`config.mk`:
```
export PLATFORM = sky130hd
export DESIGN_NAME = trans_deframer_flat
export DESIGN_NICKNAME = d
export VERILOG_FILES = /design/src/rtl/trans_pkg.sv /design/src/rtl/trans_deframer_if.sv /design/src/rtl/sat_counter.sv /design/src/rtl/trans_deframer.sv /design/src/flat_wrapper.sv
export SDC_FILE = /design/constraint.sdc
export NUM_CORES = 1
export LEC_CHECK = 0
export ABC_AREA = 1
export ABC_CLOCK_PERIOD_IN_PS = 2600
export CORE_ASPECT_RATIO = 0.7
export CORE_MARGIN = 3
export CORE_UTILIZATION = 39
export DETAILED_ROUTE_END_ITERATION = 6
export MAX_ROUTING_LAYER = met4
export SYNTH_ARGS = -nofsm -noshare
export SYNTH_HDL_FRONTEND = slang
export SYNTH_SLANG_ARGS = --single-unit
```
`constraint.sdc`:
```
create_clock -name clk -period 2.6 [get_ports clk]
set_clock_uncertainty 0.2 [all_clocks]
set_input_delay 0.52 -clock clk [delete_from_list [all_inputs] [get_ports clk]]
set_output_delay 0.52 -clock clk [all_outputs]
set_load 0.02 [all_outputs]
```
`src/rtl/trans_pkg.sv`:
```
// Shared definitions for the transaction pipeline (deframer and validator):
// field widths, the packed transaction word and the deframer state encoding.
package trans_pkg;

  localparam int ID_W    = 48;
  localparam int AMT_W   = 24;
  localparam int CKSUM_W = 8;
  localparam int TRANS_W = 128;

  typedef struct packed {
    logic [ID_W-1:0]    sender;
    logic [ID_W-1:0]    receiver;
    logic [AMT_W-1:0]   amount;
    logic [CKSUM_W-1:0] cksum;
  } trans_t;

  typedef enum logic [1:0] {
    ST_HUNT    = 2'd0,
    ST_COLLECT = 2'd1,
    ST_CHECK   = 2'd2,
    ST_EMIT    = 2'd3
  } state_e;

endpackage

```
`src/rtl/trans_deframer_if.sv`:
```
// Byte-stream input and transaction-word output of trans_deframer.
// Byte side: a byte transfers on a clock edge where byte_valid_i && byte_ready_o;
// word side: valid_o is a one-cycle pulse, held off while busy_i is high (no ready).
interface trans_deframer_if;

  logic [7:0]                  byte_i;
  logic                        byte_valid_i;
  logic                        byte_ready_o;
  logic                        busy_i;
  logic [trans_pkg::TRANS_W-1:0] data_o;
  logic                        valid_o;

  modport master (
    output byte_i, byte_valid_i, busy_i,
    input  byte_ready_o, data_o, valid_o
  );

  modport slave (
    input  byte_i, byte_valid_i, busy_i,
    output byte_ready_o, data_o, valid_o
  );

endinterface

```
`src/rtl/sat_counter.sv`:
```
// Event counter with a build-time choice of saturating at all-ones or wrapping.
module sat_counter #(
  parameter int W   = 16,
  parameter bit SAT = 1'b0
) (
  input  logic         clk,
  input  logic         rst,
  input  logic         inc_i,
  output logic [W-1:0] cnt_o
);

  logic [W-1:0] cnt_q;

  always_ff @(posedge clk or negedge rst) begin
    if (!rst) begin
      cnt_q <= '0;
    end else if (inc_i && !(SAT && (&cnt_q))) begin
      cnt_q <= cnt_q + W'(1);
    end
  end

  assign cnt_o = cnt_q;

endmodule

```
`src/rtl/trans_deframer.sv`:
```
// Finds sync-marked 16-byte frames, checks the XOR checksum and emits one word per good frame.
// Optional content filter: define TRANS_DEFRAMER_FILTER_EN (adds drop_cnt_o).
module trans_deframer
  import trans_pkg::*;
#(
  parameter logic [7:0] SYNC_BYTE = 8'hA5,
  parameter int         TIMEOUT   = 255,
  parameter int         CNT_W     = 16
) (
  input  logic              clk,
  input  logic              rst,
  trans_deframer_if.slave   bus,
  output logic              cksum_err_o,
  output logic              timeout_o,
  output logic [CNT_W-1:0]  frame_cnt_o,
  output logic [CNT_W-1:0]  err_cnt_o,
`ifdef TRANS_DEFRAMER_FILTER_EN
  output logic [CNT_W-1:0]  drop_cnt_o,
`endif
  output state_e            state_o
);

  localparam int GAP_W = $clog2(TIMEOUT + 1);

  state_e               state_q, state_d;
  logic [TRANS_W-1:0]   shreg_q, shreg_d;
  logic [TRANS_W-1:0]   data_q, data_d;
  logic [3:0]           idx_q, idx_d;
  logic [7:0]           cksum_q, cksum_d;
  logic [GAP_W-1:0]     gap_q, gap_d;
  logic                 ready_q, ready_d;
  logic                 valid_q, valid_d;
  logic                 cerr_q, cerr_d;
  logic                 tout_q, tout_d;
  logic                 drop_d;
  logic                 accept;

  assign accept = bus.byte_valid_i && ready_q;

`ifdef TRANS_DEFRAMER_FILTER_EN
  trans_t word;
  logic   reject;
  assign word   = trans_t'(shreg_q);
  assign reject = (word.sender == word.receiver) || (word.amount == '0);
`endif

  always_ff @(posedge clk or negedge rst) begin
    if (!rst) begin
      state_q <= ST_HUNT;
      shreg_q <= '0;
      data_q  <= '0;
      idx_q   <= '0;
      cksum_q <= '0;
      gap_q   <= '0;
      ready_q <= 1'b0;
      valid_q <= 1'b0;
      cerr_q  <= 1'b0;
      tout_q  <= 1'b0;
    end else begin
      state_q <= state_d;
      shreg_q <= shreg_d;
      data_q  <= data_d;
      idx_q   <= idx_d;
      cksum_q <= cksum_d;
      gap_q   <= gap_d;
      ready_q <= ready_d;
      valid_q <= valid_d;
      cerr_q  <= cerr_d;
      tout_q  <= tout_d;
    end
  end

  always_comb begin
    state_d = state_q;
    shreg_d = shreg_q;
    data_d  = data_q;
    idx_d   = idx_q;
    cksum_d = cksum_q;
    gap_d   = gap_q;
    valid_d = 1'b0;
    cerr_d  = 1'b0;
    tout_d  = 1'b0;
    drop_d  = 1'b0;
    case (state_q)
      ST_HUNT: begin
        if (accept && (bus.byte_i == SYNC_BYTE)) begin
          state_d = ST_COLLECT;
          idx_d   = '0;
          cksum_d = '0;
          gap_d   = '0;
        end
      end
      ST_COLLECT: begin
        if (accept) begin
          shreg_d = {shreg_q[TRANS_W-9:0], bus.byte_i};
          idx_d   = idx_q + 4'd1;
          gap_d   = '0;
          if (idx_q == 4'd15) begin
            state_d = ST_CHECK;
          end else begin
            cksum_d = cksum_q ^ bus.byte_i;
          end
        end else if (gap_q == GAP_W'(TIMEOUT - 1)) begin
          // TIMEOUT-th consecutive idle cycle: abandon the partial frame.
          tout_d  = 1'b1;
          gap_d   = '0;
          state_d = ST_HUNT;
        end else begin
          gap_d = gap_q + GAP_W'(1);
        end
      end
      ST_CHECK: begin
        if (cksum_q != shreg_q[7:0]) begin
          cerr_d  = 1'b1;
          state_d = ST_HUNT;
`ifdef TRANS_DEFRAMER_FILTER_EN
        end else if (reject) begin
          drop_d  = 1'b1;
          state_d = ST_HUNT;
`endif
        end else begin
          state_d = ST_EMIT;
        end
      end
      ST_EMIT: begin
        if (!bus.busy_i) begin
          valid_d = 1'b1;
          data_d  = shreg_q;
          state_d = ST_HUNT;
        end
      end
      default: state_d = ST_HUNT;
    endcase
    // Registered ready tracks the state being entered, so it is low during reset.
    ready_d = (state_d == ST_HUNT) || (state_d == ST_COLLECT);
  end

  sat_counter #(.W(CNT_W), .SAT(1'b0)) u_frame_cnt (
    .clk   (clk),
    .rst   (rst),
    .inc_i (valid_d),
    .cnt_o (frame_cnt_o)
  );

  sat_counter #(.W(CNT_W), .SAT(1'b1)) u_err_cnt (
    .clk   (clk),
    .rst   (rst),
    .inc_i (cerr_d | tout_d),
    .cnt_o (err_cnt_o)
  );

`ifdef TRANS_DEFRAMER_FILTER_EN
  sat_counter #(.W(CNT_W), .SAT(1'b1)) u_drop_cnt (
    .clk   (clk),
    .rst   (rst),
    .inc_i (drop_d),
    .cnt_o (drop_cnt_o)
  );
`else
  logic unused_drop;
  assign unused_drop = drop_d;
`endif

  assign bus.byte_ready_o = ready_q;
  assign bus.data_o       = data_q;
  assign bus.valid_o      = valid_q;
  assign cksum_err_o      = cerr_q;
  assign timeout_o        = tout_q;
  assign state_o          = state_q;

endmodule

```
`src/flat_wrapper.sv`:
```
// flat-port wrapper written by rule: the top's interface ports become plain ports
module trans_deframer_flat import trans_pkg::*;
#(
  parameter logic [7:0] SYNC_BYTE = 8'hA5,
  parameter int         TIMEOUT   = 255,
  parameter int         CNT_W     = 16
)
  (clk, rst, cksum_err_o, timeout_o, frame_cnt_o, err_cnt_o, state_o, bus_byte_i, bus_byte_valid_i, bus_busy_i, bus_byte_ready_o, bus_data_o, bus_valid_o);
  trans_deframer_if bus_i ();
  input  logic clk;
  input  logic rst;
  output logic cksum_err_o;
  output logic timeout_o;
  output logic [CNT_W-1:0] frame_cnt_o;
  output logic [CNT_W-1:0] err_cnt_o;
  output state_e state_o;
  input wire logic [$bits(bus_i.byte_i)-1:0] bus_byte_i;
  input wire logic [$bits(bus_i.byte_valid_i)-1:0] bus_byte_valid_i;
  input wire logic [$bits(bus_i.busy_i)-1:0] bus_busy_i;
  output wire logic [$bits(bus_i.byte_ready_o)-1:0] bus_byte_ready_o;
  output wire logic [$bits(bus_i.data_o)-1:0] bus_data_o;
  output wire logic [$bits(bus_i.valid_o)-1:0] bus_valid_o;
  assign bus_i.byte_i = bus_byte_i;
  assign bus_i.byte_valid_i = bus_byte_valid_i;
  assign bus_i.busy_i = bus_busy_i;
  assign bus_byte_ready_o = bus_i.byte_ready_o;
  assign bus_data_o = bus_i.data_o;
  assign bus_valid_o = bus_i.valid_o;
  trans_deframer #(.SYNC_BYTE(SYNC_BYTE), .TIMEOUT(TIMEOUT), .CNT_W(CNT_W)) u_core (.clk(clk), .rst(rst), .bus(bus_i), .cksum_err_o(cksum_err_o), .timeout_o(timeout_o), .frame_cnt_o(frame_cnt_o), .err_cnt_o(err_cnt_o), .state_o(state_o));
endmodule
```
==> results of run 1 <==
per-stage QoR:
step | hold slack, ns | utilization, % | worst slack [ns] | power, mW | instance area, µm²
5_1_grt | 0.296 | 51.1 | 0.0918 | 12.1 | 16200
2_1_floorplan | 0.0244 | - | 0.672 | 6.10 | 12700
6_report | 0.273 | 51.1 | 0.198 | 11.6 | 16200
3_3_place_gp | 0.260 | 47.5 | 0.202 | 6.80 | 15000
4_1_cts | 0.276 | 51.1 | 0.162 | 11.8 | 16200
3_5_place_dp | 0.265 | 47.5 | 0.155 | 6.82 | 15000
timing repair:
action,CTS,global route
hold buffers,1,0
endpoints found under the setup margin,0,0
endpoints found under the hold margin,46,0
layout make-up:
| cell class | instances | area (µm²) |
|---|---|---|
| Clock buffer | 48 | 955 |
| Timing Repair Buffer | 198 | 2060 |
| Inverter | 174 | 654 |
| Fill cell | 2977 | 15500 |
| Sequential cell | 314 | 7860 |
| Multi-Input combinational cell | 809 | 3930 |
| Tap cell | 420 | 526 |
| Clock inverter | 11 | 169 |
worst min-delay path, stage by stage (launching register included):
cell	delay, ns
dfrtp_1	0.34
nand2_1	0.05
o21ai_0	0.06
sequential cells by signal (all words and copies together) (netlist names):
name and cells:
u_core.u_err_cnt.cnt_o 16, u_core.bus.valid_o 1, u_core.shreg_q 128, u_core.cksum_q 8, u_core.state_o 2, u_core.idx_q 4
u_core.bus.byte_ready_o 1, u_core.timeout_o 1, u_core.cksum_err_o 1, u_core.bus.data_o 128, u_core.u_frame_cnt.cnt_o 16, u_core.gap_q 8
worst min-delay path by stage:
stage,start,to,slack (ns),cells after the start
after detailed placement,u_core.shreg_q[57]$_DFFE_PN0P_,u_core.shreg_q[65]$_DFFE_PN0P_,0.27,2
after CTS,u_core.u_frame_cnt.cnt_o[15]$_DFFE_PN0P_,u_core.u_frame_cnt.cnt_o[15]$_DFFE_PN0P_,0.28,1
after floorplan,rst,u_core.bus.byte_ready_o$_DFF_PN0_,0.02,0
final,u_core.shreg_q[110]$_DFFE_PN0P_,u_core.shreg_q[118]$_DFFE_PN0P_,0.27,2
after global routing,u_core.shreg_q[89]$_DFFE_PN0P_,u_core.shreg_q[97]$_DFFE_PN0P_,0.30,2
after global placement,u_core.shreg_q[114]$_DFFE_PN0P_,u_core.shreg_q[122]$_DFFE_PN0P_,0.26,2
cells by family after synthesis:
| group | count (synthesis) | synth area share (%) |
|---|---|---|
| flops | 314 | 61.8 |
| fa+ha+maj | 5 | 0.492 |
| compound gates | 267 | 10.5 |
| simple gates | 494 | 16.9 |
| buf+inv | 236 | 7.32 |
| xor+xnor | 43 | 2.96 |
routing by layer:
| metal | vias up | global-route usage, % | share of wire, % |
|---|---|---|---|
| met4 | 0 | 4.44 | 1.7 |
| met3 | 40 | 3.54 | 4.7 |
| met1 | 4451 | 24.3 | 49 |
| met5 | - | - | 0 |
| li1 | 4623 | - | - |
| met2 | 178 | 25.6 | 44 |
placed cells by master, fill, tap and decap left out, drive strengths merged, types with 21 or more instances in the layout:
cell,netlist,layout
o21ai,263,263
inv,173,175
clkbuf,37,48
clkdlybuf4s50,0,176
nand3,48,48
buf,25,21
nand2,388,388
dfrtp,314,314
nor2,35,35
xor2,31,31
power by group:
part	leakage, nW	switching, mW	internal, mW	total (mW)
logic	3.83	0.683	0.514	1.20
clock network	0.546	1.91	2.97	4.88
registers	3.50	0.241	5.27	5.51
total	7.88	2.84	8.75	11.6
==> results.toml, run 1 <==
[run_status]
status = "finished, final reports clean"

[cells_and_area]
fin_nets = 1548
area_growth_pct = 27.1
diodes = 0
finalNonFillerCells = 1974
drive_gt1_share_pct = 7.34

[clocking]
clk_pin_slew_ns = 0.06
cts_resized = 0
cts.path.max_buffers = 3
cts_root_buffer = "clkbuf_16"
cts_buffers = 34
clock_latency_ns = 0.51
cts_setup_buffers = 0
htreeDepth = 2
cts.sinks = 314
cts_tree = "built"

[place]
placedCellCount = 1914
port_buffers = 177
gp_congestion = 0.823
hpwl_mm = 19.4

[timing]
rsz0062_at_grt = "no"
hold_viol = 0
worst_slew_pin_slew_ns = 0.576
clock.fmax_mhz = 416
post-route-min-period_ns = 2.40
period_share_pct = 92.4
drv_slew = 0
relSlewSlack_pct = 61.6
finalSetupTns_ns = 0
setup-violations-final = 0

[floorplanning]
die_w_um = 222
core_um2 = 31600
start_util_pct = 40.2
rows = 54
dieArea_um2 = 34800
io-pin-count = 178
chipHeight_um = 157

[power]
ir_worst_vdd_uv = 380
power.density_nw_per_um2 = 717
p_leak_nw = 7.88

[synthesis]
yosysSeqAreaShare_pct = 61.8
async_flop_share_pct = 100
synth_edf_count = 0
yosys_warnings = 0
synth.distinct_cells = 28
syn_nets = 1376
yosysTopAreaCell = "dfrtp_1"
synth_most_common_cell = "nand2_1"
synthCells = 1359
synth_top_area_share_pct = 61.8
synth_flop_cell = "dfrtp_1"
syn_avg_cell_area_um2 = 9.35
ys_ff_latch = 314
synth_common_cells = "nand2_1 (362), dfrtp_1 (314), o21ai_0 (263)"
netlist_area_um2 = 12700
synth_area_leaders = "dfrtp_1 (62%), nand2_1 (11%), o21ai_0 (10%)"

[drt]
wl_mm = 28.7
route.detailed.drc = 0
firstDrtPassIters = 7
vias = 9292
wl_per_cell_um = 14.6
via_per_inst = 4.71
drt-initial-drc-count = 760
ant_nets = 0

[setup_path]
critPathSlowestCell = "clkdlybuf4s50_1"
critPathCapture = "err_cnt_o[11]"
cp_max_fo = 7
path_depth = 1
end_kind = "output port"
required_ns = 1.88
reg2reg_depth = 9
cp_data_arrival_time_ns = 1.68
ff2ff_setup_slack_ns = 0.46
worstSetupPathType = "flip-flop to output port"
cpPeakStageDelay_ns = 0.67
cp-startpoint = "u_core.u_err_cnt.cnt_o[11]$_DFFE_PN0P_"
timing.rr.start = "u_core.u_err_cnt.cnt_o[0]$_DFFE_PN0P_"
rr_endpoint = "u_core.u_err_cnt.cnt_o[1]$_DFFE_PN0P_"
path_cells = "clkdlybuf4s50_1"
crit_buf_inv = 1
critPathLaunchType = "flip-flop"
path_delay_family = "buffers and inverters"

[grt]
first_global_vias = 9144
grt_pass1_wl_mm = 48.0
grt_max_degree = 145
grt_usage_pct = 17.2
antenna_found_initial = 0
overflow = 0

[worst_hold_path]
hold_path_class = "flip-flop to flip-flop"

[run]
cap_violations = 0
Power figures use the tool's default switching activity.
==> inputs of run 2 (changes only) <==
Settings changed: GPL_TIMING_DRIVEN set to 0.
==> results.toml, run 2 (synthesized netlist as in run 1, its figures left out) <==
[run_status]
status = "finished, final reports clean"

[worst_hold_path]
hold_path_class = "flip-flop to flip-flop"
hold_depth = 2
min-delay-start = "u_core.shreg_q[37]$_DFFE_PN0P_"
min_to = "u_core.shreg_q[45]$_DFFE_PN0P_"

[drt]
firstDrtPassIters = 6
wl_mm = 32.7
route.detailed.drc = 0
drt-initial-drc-count = 586
vias = 9641
wl_per_cell_um = 16.2
via_per_inst = 4.78
ant_nets = 0

[clocking]
cts_root_buffer = "clkbuf_16"
cts_buffers = 31
cts_setup_buffers = 0
cts_resized = 0
cts_hold_buf = 1
clock_latency_ns = 0.57
htreeDepth = 1
cts.path.max_buffers = 3
cts_tree = "built"
clk_pin_slew_ns = 0.07
cts.sinks = 314

[timing]
clock.fmax_mhz = 405
setup-violations-final = 0
hold_viol = 0
rsz0062_at_grt = "no"
finalHoldWorstSlack_ns = 0.269
period_share_pct = 94.9
post-route-min-period_ns = 2.47
drv_slew = 0
relSlewSlack_pct = 55.8
finalSetupTns_ns = 0
worst_slew_pin_slew_ns = 0.663

[setup_path]
crit_buf_inv = 1
ff2ff_setup_slack_ns = 0.25
critPathLaunchType = "flip-flop"
required_ns = 1.88
cpPeakStageDelay_ns = 0.67
path_delay_family = "buffers and inverters"
timing.rr.start = "u_core.state_o[0]$_DFF_PN0_"
worstSetupPathType = "flip-flop to output port"
cp_data_arrival_time_ns = 1.75
rr_endpoint = "u_core.bus.data_o[0]$_DFFE_PN0P_"
cp_max_fo = 7
end_kind = "output port"
reg2reg_depth = 7
critPathSlowestCell = "clkdlybuf4s50_1"
path_depth = 1
path_cells = "clkdlybuf4s50_1"

[grt]
grt_pass1_wl_mm = 53.4
first_global_vias = 9752
grt_usage_pct = 19.5
grt_max_degree = 122
antenna_found_initial = 0
overflow = 0

[floorplanning]
core_um2 = 31600
start_util_pct = 40.2
die_w_um = 222
io-pin-count = 178
chipHeight_um = 157
dieArea_um2 = 34800
rows = 54

[place]
gp_congestion = 0.816
hpwl_mm = 23.1
post_dp_cell_area_um2 = 15100
port_buffers = 177

[power]
p_leak_nw = 7.94
power.density_nw_per_um2 = 714
ir_worst_vdd_uv = 409
design_power_total_mw = 11.6

[cells_and_area]
final_common_cell = "nand2_1"
fin_nets = 1590
fin_area_um2 = 16200
drive_gt1_share_pct = 7.95
area_growth_pct = 27.6
final_cell_mix = "nand2_1 (362), dfrtp_1 (314), o21ai_0 (263)"
utilization_pct = 51.3
diodes = 0

[run]
cap_violations = 0
## run 2: through the flow
step	worst slack, ns	cells
after global routing	0.0377	2017
after global placement	-13.09	1956
after detailed placement	-0.295	1959
after CTS	0.0876	2017
final	0.132	2017
after floorplan	0.672	1359
## run 2: cell type report
type                    count  area [µm²]
clock inverters            18         241
plain buffers              62         275
multi-input cells         809        3920
inverters                 174         654
flip-flops and latches    314        7860
well taps                 420         526
fillers                  2953       15400
repair buffers            181        1870
clock buffers              39         866
## run 2: power breakdown
part / total [mW] / internal [mW] / leakage, nW / switching, mW
registers: 5.51 / 5.27 / 3.50 / 0.238
clock network: 4.86 / 2.87 / 0.540 / 1.99
logic: 1.21 / 0.513 / 3.90 / 0.695
## run 2: metal layers
metal / GRT usage, % / part of all wire (%) / vias up
li1: - / - / 4714
met1: 29.2 / 52 / 4707
met2: 28.6 / 43 / 183
met3: 2.91 / 3.9 / 37
met4: 3.20 / 1.4 / 0
met5: - / 0 / -
## run 2: how the worst max path moves through the flow
stage,startpoint,to
4_1_cts,u_core.u_err_cnt.cnt_o[11]$_DFFE_PN0P_,err_cnt_o[11]
5_1_grt,u_core.state_o[0]$_DFF_PN0_,u_core.bus.data_o[113]$_DFFE_PN0P_
3_3_place_gp,rst,u_core.u_err_cnt.cnt_o[13]$_DFFE_PN0P_
3_5_place_dp,bus_busy_i,u_core.bus.data_o[118]$_DFFE_PN0P_
6_report,u_core.u_err_cnt.cnt_o[11]$_DFFE_PN0P_,err_cnt_o[11]
2_1_floorplan,u_core.u_err_cnt.cnt_o[0]$_DFFE_PN0P_,u_core.u_err_cnt.cnt_o[6]$_DFFE_PN0P_
